**config.mk**
```make
export PLATFORM = sky130hd
export DESIGN_NAME = prog_loader
export DESIGN_NICKNAME = d
export VERILOG_FILES = /design/src/rtl/prog_loader.sv
export SDC_FILE = /design/constraint.sdc
export NUM_CORES = 1
export LEC_CHECK = 0
export CORE_ASPECT_RATIO = 0.7
export CORE_MARGIN = 2
export CORE_UTILIZATION = 30
export CTS_CLUSTER_SIZE = 12
export DETAILED_ROUTE_END_ITERATION = 10
export GPL_TIMING_DRIVEN = 0
export PLACE_DENSITY = 0.56
export RECOVER_POWER = 100
export SETUP_SLACK_MARGIN = 0.4
export SYNTH_ARGS = -nofsm -noshare
export SYNTH_HDL_FRONTEND = slang
export SYNTH_SLANG_ARGS = --single-unit
export TNS_END_PERCENT = 50
```
**constraint.sdc**
```tcl
create_clock -name wb_clk_i -period 3.41 [get_ports wb_clk_i]
set_input_delay 0.341 -clock wb_clk_i [delete_from_list [all_inputs] [get_ports wb_clk_i]]
set_output_delay 0.341 -clock wb_clk_i [all_outputs]
set_load 0.005 [all_outputs]
```
**src/rtl/prog_loader.sv**
```systemverilog
// prog_loader: sequences instruction words into per-core instruction memories with auto-incrementing
// address, optional broadcast to every core, abort, and a completion pulse.
module prog_loader #(
   parameter int LOG_CORES   = 3,
   parameter int PC_WIDTH    = 8,
   parameter int INSTR_WIDTH = 32
) (
   input  logic                   wb_clk_i,
   input  logic                   wb_rst_i,
   input  logic                   cmd_valid,
   output logic                   cmd_ready,
   input  logic [LOG_CORES-1:0]   cmd_sel,
   input  logic                   cmd_bcast,
   input  logic [PC_WIDTH-1:0]    cmd_base,
   input  logic [PC_WIDTH:0]      cmd_len,
   input  logic                   word_valid,
   output logic                   word_ready,
   input  logic [INSTR_WIDTH-1:0] word_data,
   input  logic                   abort,
   output logic                   prog_we,
   output logic [LOG_CORES-1:0]   prog_sel,
   output logic [PC_WIDTH-1:0]    prog_waddr,
   output logic [INSTR_WIDTH-1:0] prog_wdata,
   output logic                   busy,
   output logic                   done
);
   localparam int N = 2**LOG_CORES;
   localparam logic [LOG_CORES-1:0] PENULT_SEL = LOG_CORES'(N - 2);
   localparam logic [PC_WIDTH:0] K_ONE = (PC_WIDTH+1)'(1);
   typedef enum logic [1:0] {IDLE, STREAM, BCAST, DONE} state_t;
   state_t r_state, w_state;
   logic [LOG_CORES-1:0]   r_sel, r_psel, w_psel;
   logic                   r_bcast, r_we, w_we, r_done, w_done, w_cmd_acc, w_word_acc;
   logic [PC_WIDTH-1:0]    r_base, r_waddr, w_waddr;
   logic [PC_WIDTH:0]      r_len, r_k, w_k;
   logic [INSTR_WIDTH-1:0] r_wdata, w_wdata;
   assign cmd_ready  = (r_state == IDLE) && !wb_rst_i;
   assign word_ready = (r_state == STREAM) && !abort && !wb_rst_i;
   assign w_cmd_acc  = cmd_valid && cmd_ready;
   assign w_word_acc = word_valid && word_ready;
   assign busy       = r_state != IDLE;
   assign done       = r_done;
   assign prog_we    = r_we;
   assign prog_sel   = r_psel;
   assign prog_waddr = r_waddr;
   assign prog_wdata = r_wdata;
   always_comb begin
      w_state = r_state;
      w_we    = 1'b0;
      w_psel  = '0;
      w_waddr = '0;
      w_wdata = '0;
      w_k     = r_k;
      w_done  = 1'b0;
      case (r_state)
         IDLE: if (w_cmd_acc) begin
            w_k     = '0;
            w_state = (cmd_len == '0) ? DONE : STREAM;
         end
         STREAM: if (w_word_acc) begin
            w_we    = 1'b1;
            w_psel  = r_bcast ? '0 : r_sel;
            w_waddr = r_base + r_k[PC_WIDTH-1:0];
            w_wdata = word_data;
            w_k     = r_k + K_ONE;
            w_state = r_bcast ? BCAST : ((r_k + K_ONE == r_len) ? DONE : STREAM);
         end
         // replay the held word to the remaining cores; leave while the last core's write is queued
         BCAST: begin
            w_we    = 1'b1;
            w_psel  = r_psel + LOG_CORES'(1);
            w_waddr = r_waddr;
            w_wdata = r_wdata;
            if (r_psel == PENULT_SEL) w_state = (r_k == r_len) ? DONE : STREAM;
         end
         DONE: begin
            w_state = IDLE;
            w_done  = 1'b1;
         end
         default: w_state = IDLE;
      endcase
      if (abort && r_state != IDLE) begin
         w_state = IDLE;
         w_we    = 1'b0;
         w_psel  = '0;
         w_waddr = '0;
         w_wdata = '0;
         w_done  = 1'b0;
      end
   end
   always_ff @(posedge wb_clk_i) begin
      if (wb_rst_i) begin
         r_state <= IDLE;
         r_sel   <= '0;
         r_bcast <= 1'b0;
         r_base  <= '0;
         r_len   <= '0;
         r_k     <= '0;
         r_we    <= 1'b0;
         r_psel  <= '0;
         r_waddr <= '0;
         r_wdata <= '0;
         r_done  <= 1'b0;
      end else begin
         r_state <= w_state;
         r_k     <= w_k;
         r_we    <= w_we;
         r_psel  <= w_psel;
         r_waddr <= w_waddr;
         r_wdata <= w_wdata;
         r_done  <= w_done;
         if (w_cmd_acc) begin
            r_sel   <= cmd_sel;
            r_bcast <= cmd_bcast;
            r_base  <= cmd_base;
            r_len   <= cmd_len;
         end
      end
   end
endmodule

```
Yosys cells after proc, flatten, opt, wreduce, memory -nomap -nowiden --
Cells that the tools add are included.
Word-level totals: word-level logic and storage cells 59, register bits 77
Operators by class: reduce and logical (&&, ||, !) cells 15, muxes and demuxes 21, equal/unequal tests 9, add/sub/neg operators 3
Operator list (number):
- $pmux 32 s2 | 1
- $mux 32 | 1
- $eq 9x9->1 | 2
- $mux 9 | 2
- $pmux 9 s2 | 1
- $pmux 8 s2 | 1
- $mux 2 | 7
- $add 9x1->9 const B | 1
- $logic_not 9->1 | 1
- $add 8x8->8 | 1
- $mux 8 | 1
- $pmux 2 s4 | 1
- $logic_and 1x1->1 | 6
- $mux 3 | 2
- $ne 2x2->1 const B | 3
- $pmux 3 s2 | 1
- $reduce_and 3->1 | 2
- $eq 2x2->1 const B | 2
- $reduce_bool 2->1 | 2
- $add 3x1->3 const B | 1
- $eq 3x3->1 const B | 1
- $eq 2x1->1 const B | 1
- $logic_not 1->1 | 2
- $logic_not 2->1 | 1
- other kinds (3) | 4

Logic depth before layout (Yosys ltp) --
Gate-level depths: netlist (run 1).
depth in word-level cells 6, gate-level depth with buffers 9

Worst setup path before layout (run 1) --
OpenSTA, ideal clock, no wires.
path kind input to register, start in wb_rst_i, end reg r_k[8], required time 3.339 ns, setup time 0.071 ns, path slack 1.492 ns, path buffers 1, arrival time 1.847 ns, stages 6, cells stage by stage buf_6 -> or3b_4 -> a22oi_4 -> nand2_4 -> or4_1 -> a21oi_1
Between the ends: cells in the longest elaborated chain, start to end 5, elaborated cells between the ends (all ways) 8
RTL lines:
- start: declaration | line 9 | input logic wb_rst_i,
- $logic_not 1->1 | line 37, 38
- $logic_and 1x1->1, on equally long branches | line 38, 37
- $logic_and 1x1->1, on equally long branches | line 40, 39
- $ne 2x2->1 (no source line)
- $reduce_and 3->1 (no source line)
- end signal: assignment | line 106 | r_k <= w_k;
- end: declaration | line 35 | logic [PC_WIDTH:0] r_len, r_k, w_k;
Several ways; a longest one is shown, not always the timed one. A chain may end at the register's enable or synchronous reset.

Worst setup path after layout (run 1) --
start in word_valid, end reg r_k[2]
Between the ends: cells in the longest elaborated chain, start to end 3
RTL lines:
- start: declaration | line 16 | input logic word_valid,
- $logic_and 1x1->1 | line 40 | assign w_word_acc = word_valid && word_ready;
- $ne 2x2->1 (no source line)
- $reduce_and 3->1 (no source line)
Every way passes these cells.

==> flow_summary.toml, run 1 <==
[grt]
grt_pass1_wl_mm = 16.3
antenna_found_initial = 0
met3_usage_pct = 4.72
use_met1_pct = 23.6
grt_util_all_layers_pct = 16.5
grt_pass1_vias = 3179
gr-usage-met2_pct = 24.3
overflow = 0
grt_start_max_net_pins = 15
busiest_layer = "met2"

[placement]
dpl_cell_area_um2 = 4770
portBuffers = 104
place.gp.congestion = 0.807
placed_cells = 666
hpwl_mm = 7.76

[setup_path]
critPathMaxStageDelay_ns = 0.68
crit_slowest_cell = "a22oi_1"
crit_type = "in2reg"
worst-path-max-fanout = 9
r2r_cells = 6
worstSetupEndpointType = "flop"
cp_cell_sequence = "dlygate4sd3_1, or3b_2, a22oi_1, o21ai_1, o21ai_0, a21oi_1"
critPathRequiredTime_ns = 3.61
r2r_setup_slack_ns = 1.04
critPathLaunchType = "input pin"
arrival_ns = 2.88

[sta]
hold_viol = 0
skew_ns = 0.00429
max_freq_mhz = 373
period_needed_ns = 2.68
rsz0062_at_grt = "no"
maxSlewHeadroom_pct = 44.6
setup_violations = 0
setup_tns_ns = 0
drv_slew = 0
post-route-period-util_pct = 78.5
holdWs_ns = 0.329
worst_pin_slew_ns = 0.830

[hold_path]
min_delay_path_depth = 3
hp-class = "in2reg"

[finish]
num-nets-final = 594
syn_to_final_growth_pct = 44.6
stdcell_count = 682
finalInstanceArea_um2 = 5110
final_cell_mix = "77 x dfxtp_1, 56 x nor2_1, 55 x clkdlybuf4s50_1"
antennaDiodeCount = 0
layout-drive-gt1-share_pct = 4.19
final_common_cell = "dfxtp_1"

[floorplan]
core_region_area_um2 = 11600
start_util_pct = 30.5
rows = 33
io_pins = 106
chipWidth_um = 134
die_y_um = 94.8
dieArea_um2 = 12700

[clocking]
cts_root_buf = "clkbuf_16"
clkLatencyLatePin_ns = 0.34
cts_tree = "done"
clk_pin_slew_ns = 0.06
cts_buffers = 9
post_cts_resized = 0
h-tree-depth = 3
cts_buffer_depth = 2
cts_hold_buffers = 0
numClockSinks = 77
post_cts_buffers = 0

[detailed_routing]
via_per_inst = 4.82
drt-total-wl_mm = 10.2
drt_first_pass_iters = 4
num_vias = 3288
wl_per_cell_um = 14.9
postRouteAntennaNets = 0
drt_drc_violations_left = 0
drtIter0Drc = 220

[synthesis]
ys_seq_elements = 77
yosys_warnings = 0
synth.distinct_cells = 46
synth-seq-area-share_pct = 43.6
ys.flop_type = "dfxtp_1"
synth.avg_cell_area_um2 = 8.72
synth_edf_count = 0
syn_inst = 405
synth_nets = 479
synth_area_um2 = 3530
async_flop_share_pct = 0

[run_status]
status = "complete, no violations"

[flow_run]
maxCapViolations = 0

[power_and_ir_drop]
fin_total_pwr_mw = 2.93
p_leak_nw = 2.06
ir_drop_uv = 263
powerDensity_nw_per_um2 = 573
-- power breakdown --
part	internal (mW)	switching, mW	leakage [nW]
combinational	0.289	0.461	1.26
clock	0.742	0.393	0.174
sequential	0.975	0.0686	0.624
-- through the flow --
stage               util, %  worst slack [ns]
floorplan                 -              1.49
global placement       41.1              1.00
detailed placement     41.1             0.991
CTS                    44.2              1.09
global route           44.0             0.498
finish                 44.0             0.733
-- synth_stat cells (3+ instances only) --
library cell	n	area share (%)
dfxtp_1	77	44
nand2b_1	23	4.1
a22oi_1	41	8.7
o21ai_0	31	4.4
nand2_1	30	3.2
mux2i_1	3	0.85
nand4b_1	3	0.74
a32o_1	3	0.85
inv_1	7	0.74
xor2_1	11	2.7
or3_1	4	0.71
a21o_1	3	0.64
nor3b_1	4	0.85
nand3_1	6	0.85
clkbuf_1	22	2.3
nor2b_1	4	0.71
a21oi_1	15	2.1
nor4_1	4	0.71
xnor2_1	9	2.2
and3_1	3	0.53
nor2_1	56	5.9
ha_1	15	5.3
-- final timing paths --
check | endpoint | startpoint
max | r_k[2]$_SDFFE_PP0P_ | word_valid
min | r_len[8]$_SDFFE_PP0P_ | wb_rst_i
max reg2reg | r_k[2]$_SDFFE_PP0P_ | r_state[1]$_SDFFE_PP0P_
min reg2reg | r_base[0]$_SDFFE_PP0P_ | r_base[0]$_SDFFE_PP0P_
-- layer usage --
metal	up-vias	share of wire, %	routed length (um)
li1	1661	-	-
met1	1522	52	5300
met2	98	42	4270
met3	7	5.4	554
met4	0	0.60	61
met5	-	0	0
-- cell type report --
| class | count | area (um2) |
|---|---|---|
| clock inverters | 6 | 116 |
| well taps | 157 | 196 |
| repair buffers | 104 | 1040 |
| plain buffers | 27 | 111 |
| inverters | 7 | 26.3 |
| multi-input cells | 294 | 1840 |
| flip-flops and latches | 77 | 1540 |
| clock buffers | 10 | 239 |
| fillers | 1126 | 6490 |
-- state kept, by name, summed over array words and instances (netlist names) --
name	count
prog_wdata	32
prog_sel	3
r_k	9
r_len	9
prog_waddr	8
prog_we	1
r_sel	3
r_bcast	1
r_state	2
done	1
r_base	8
-- cells by family after synthesis --
kind of cell	Yosys count	synth area share [%]
compound gates	106	19.8
xor+xnor	20	4.96
fa+ha+maj	16	5.88
buf+inv	34	3.90
flops	77	43.6
mux	3	0.850
simple gates	149	21.0
-- critical path, delay by kind of cell --
family / cells / cell delay, ns
buffers and inverters: 1 / 0.57
AOI/OAI and AO/OA: 4 / 1.51
and+or+nand+nor: 1 / 0.45
(Power assumes the default switching activity.)
==> inputs of run 2 (changes only) <==
--- a/config.mk
+++ b/config.mk
@@ -11,7 +11,7 @@
 export CTS_CLUSTER_SIZE = 12
 export DETAILED_ROUTE_END_ITERATION = 10
 export GPL_TIMING_DRIVEN = 0
-export PLACE_DENSITY = 0.56
+export PLACE_DENSITY = 0.58
 export RECOVER_POWER = 100
 export SETUP_SLACK_MARGIN = 0.4
 export SYNTH_ARGS = -nofsm -noshare
==> constraint.sdc (replaced) <==
create_clock -name wb_clk_i -period 2.4 [get_ports wb_clk_i]
set_input_delay 0.24 -clock wb_clk_i [delete_from_list [all_inputs] [get_ports wb_clk_i]]
set_output_delay 0.24 -clock wb_clk_i [all_outputs]
set_load 0.005 [all_outputs]
==> flow_summary.toml, run 2 (same netlist as run 1, synthesis figures left out) <==
[sta]
worst_pin_slew_ns = 0.603
skew_ns = 0.00366
post-route-period-util_pct = 87.4
maxSlewHeadroom_pct = 59.8
setup_tns_ns = 0
period_needed_ns = 2.10
max_freq_mhz = 476
setup_violations = 0
rsz0062_at_grt = "yes"
setup_ws_ns = 0.301
drv_slew = 0
hold_viol = 0

[clocking]
cts_buffer_depth = 2
h-tree-depth = 3
cts_root_buf = "clkbuf_16"
cts_buffers = 9
cts_tree = "done"
clk_pin_slew_ns = 0.06
cts_hold_buffers = 0
clkLatencyLatePin_ns = 0.34
numClockSinks = 77

[detailed_routing]
drtIter0Drc = 175
drt_first_pass_iters = 4
via_per_inst = 4.82
wl_met3_um = 591
drt-total-wl_mm = 10.0
wl_met2_mm = 4.22
wl_per_cell_um = 14.6
num_vias = 3314
wl_met1_mm = 5.10
postRouteAntennaNets = 0
highest_layer = "met4"
drt_drc_violations_left = 0

[placement]
dpl_cell_area_um2 = 4770
place.gp.congestion = 0.809
portBuffers = 104
hpwl_mm = 7.61
place_ws_ns = 0.0690

[finish]
layout-drive-gt1-share_pct = 8.87
syn_to_final_growth_pct = 46.8
final_cell_mix = "75 x dfxtp_1, 56 x clkdlybuf4s50_1, 55 x nor2_1"
largest_reg_flops = 32
num-nets-final = 599
final_common_cell = "dfxtp_1"
utilization_pct = 44.7
antennaDiodeCount = 0
finalInstanceArea_um2 = 5190
n_fill_cell = 1132

[grt]
grt_util_all_layers_pct = 16.3
grt_start_max_net_pins = 14
overflow = 0
grt_pass1_wl_mm = 16.2
grt_pass1_vias = 3131
antenna_found_initial = 0

[power_and_ir_drop]
p_leak_nw = 2.14
ir_drop_uv = 385
powerDensity_nw_per_um2 = 803

[run_status]
status = "complete, no violations"

[flow_run]
maxCapViolations = 0

[floorplan]
rows = 33
die_y_um = 94.8
chipWidth_um = 134
dieArea_um2 = 12700
start_util_pct = 30.5
core_region_area_um2 = 11600
io_pins = 106

[setup_path]
cp_cell_sequence = "inv_1, ha_1, inv_1, nor2_1, dlygate4sd3_1"
critPathLaunchType = "flop"
cp_common_cell = "inv_1"
worstSetupEndpointType = "output port"
crit_type = "reg2out"
worst-path-max-fanout = 5
r2r_setup_slack_ns = 0.42
crit_slowest_cell = "dlygate4sd3_1"
arrival_ns = 1.86
critPathMaxStageDelay_ns = 0.58
critPathRequiredTime_ns = 2.16

[hold_path]
hp-class = "in2reg"
==> run 2: per-layer routing <==
| layer | global-route usage (%) | up-vias |
|---|---|---|
| li1 | - | 1669 |
| met1 | 23.4 | 1539 |
| met2 | 24.0 | 98 |
| met3 | 4.24 | 8 |
| met4 | 4.34 | 0 |
| met5 | 0 | - |
==> run 2: repair_timing <==
action                                  in CTS  in global routing
resized for setup                           11                 25
gates cloned                                 0                  1
pin swaps                                    1                  2
setup buffers                                1                  3
endpoints found under the setup margin      64                 76
==> run 2: per-stage QoR <==
stage | total power [mW] | hold WS (ns) | std cells
after floorplan | 2.18 | 0.348 | 405
after global placement | 2.59 | 0.475 | 666
after detailed placement | 2.61 | 0.473 | 666
after CTS | 4.18 | 0.240 | 683
after global routing | 4.40 | 0.287 | 687
final | 4.17 | 0.246 | 687
==> run 2: final timing paths <==
path,start,endpoint,depth (start not counted)
min reg2reg,r_base[6]$_SDFFE_PP0P_,r_base[6]$_SDFFE_PP0P_,2
min,wb_rst_i,r_len[8]$_SDFFE_PP0P_,3
max reg2reg,r_state[1]$_SDFFE_PP0P_,r_state[0]$_SDFFE_PP0P_,6
max,r_state[1]$_SDFFE_PP0P_,cmd_ready,5
==> run 2: where the power goes <==
| group | leakage, nW | total [mW] | switching (mW) | internal [mW] |
|---|---|---|---|---|
| Combinational | 1.35 | 1.18 | 0.699 | 0.482 |
| Sequential | 0.625 | 1.49 | 0.100 | 1.39 |
| Clock | 0.162 | 1.50 | 0.531 | 0.969 |
| Total | 2.14 | 4.17 | 1.33 | 2.84 |
==> run 2: critical path: cells and delay by family, from the launching register on <==
family / cells / cell delay, ns
buffers and inverters: 3 / 0.82
adders and majority gates: 1 / 0.23
and+or+nand+nor: 1 / 0.07
DFF: 1 / 0.39
==> run 2: final cells by class <==
class / count / area (um2) / share of cell area [%]
multi-input cells: 295 / 1890 / 36.4
flip-flops and latches: 77 / 1540 / 29.8
repair buffers: 108 / 1070 / 20.7
clock buffers: 11 / 253 / 4.87
well taps: 157 / 196 / 3.79
plain buffers: 27 / 126 / 2.44
clock inverters: 5 / 81.3 / 1.57
inverters: 7 / 26.3 / 0.506
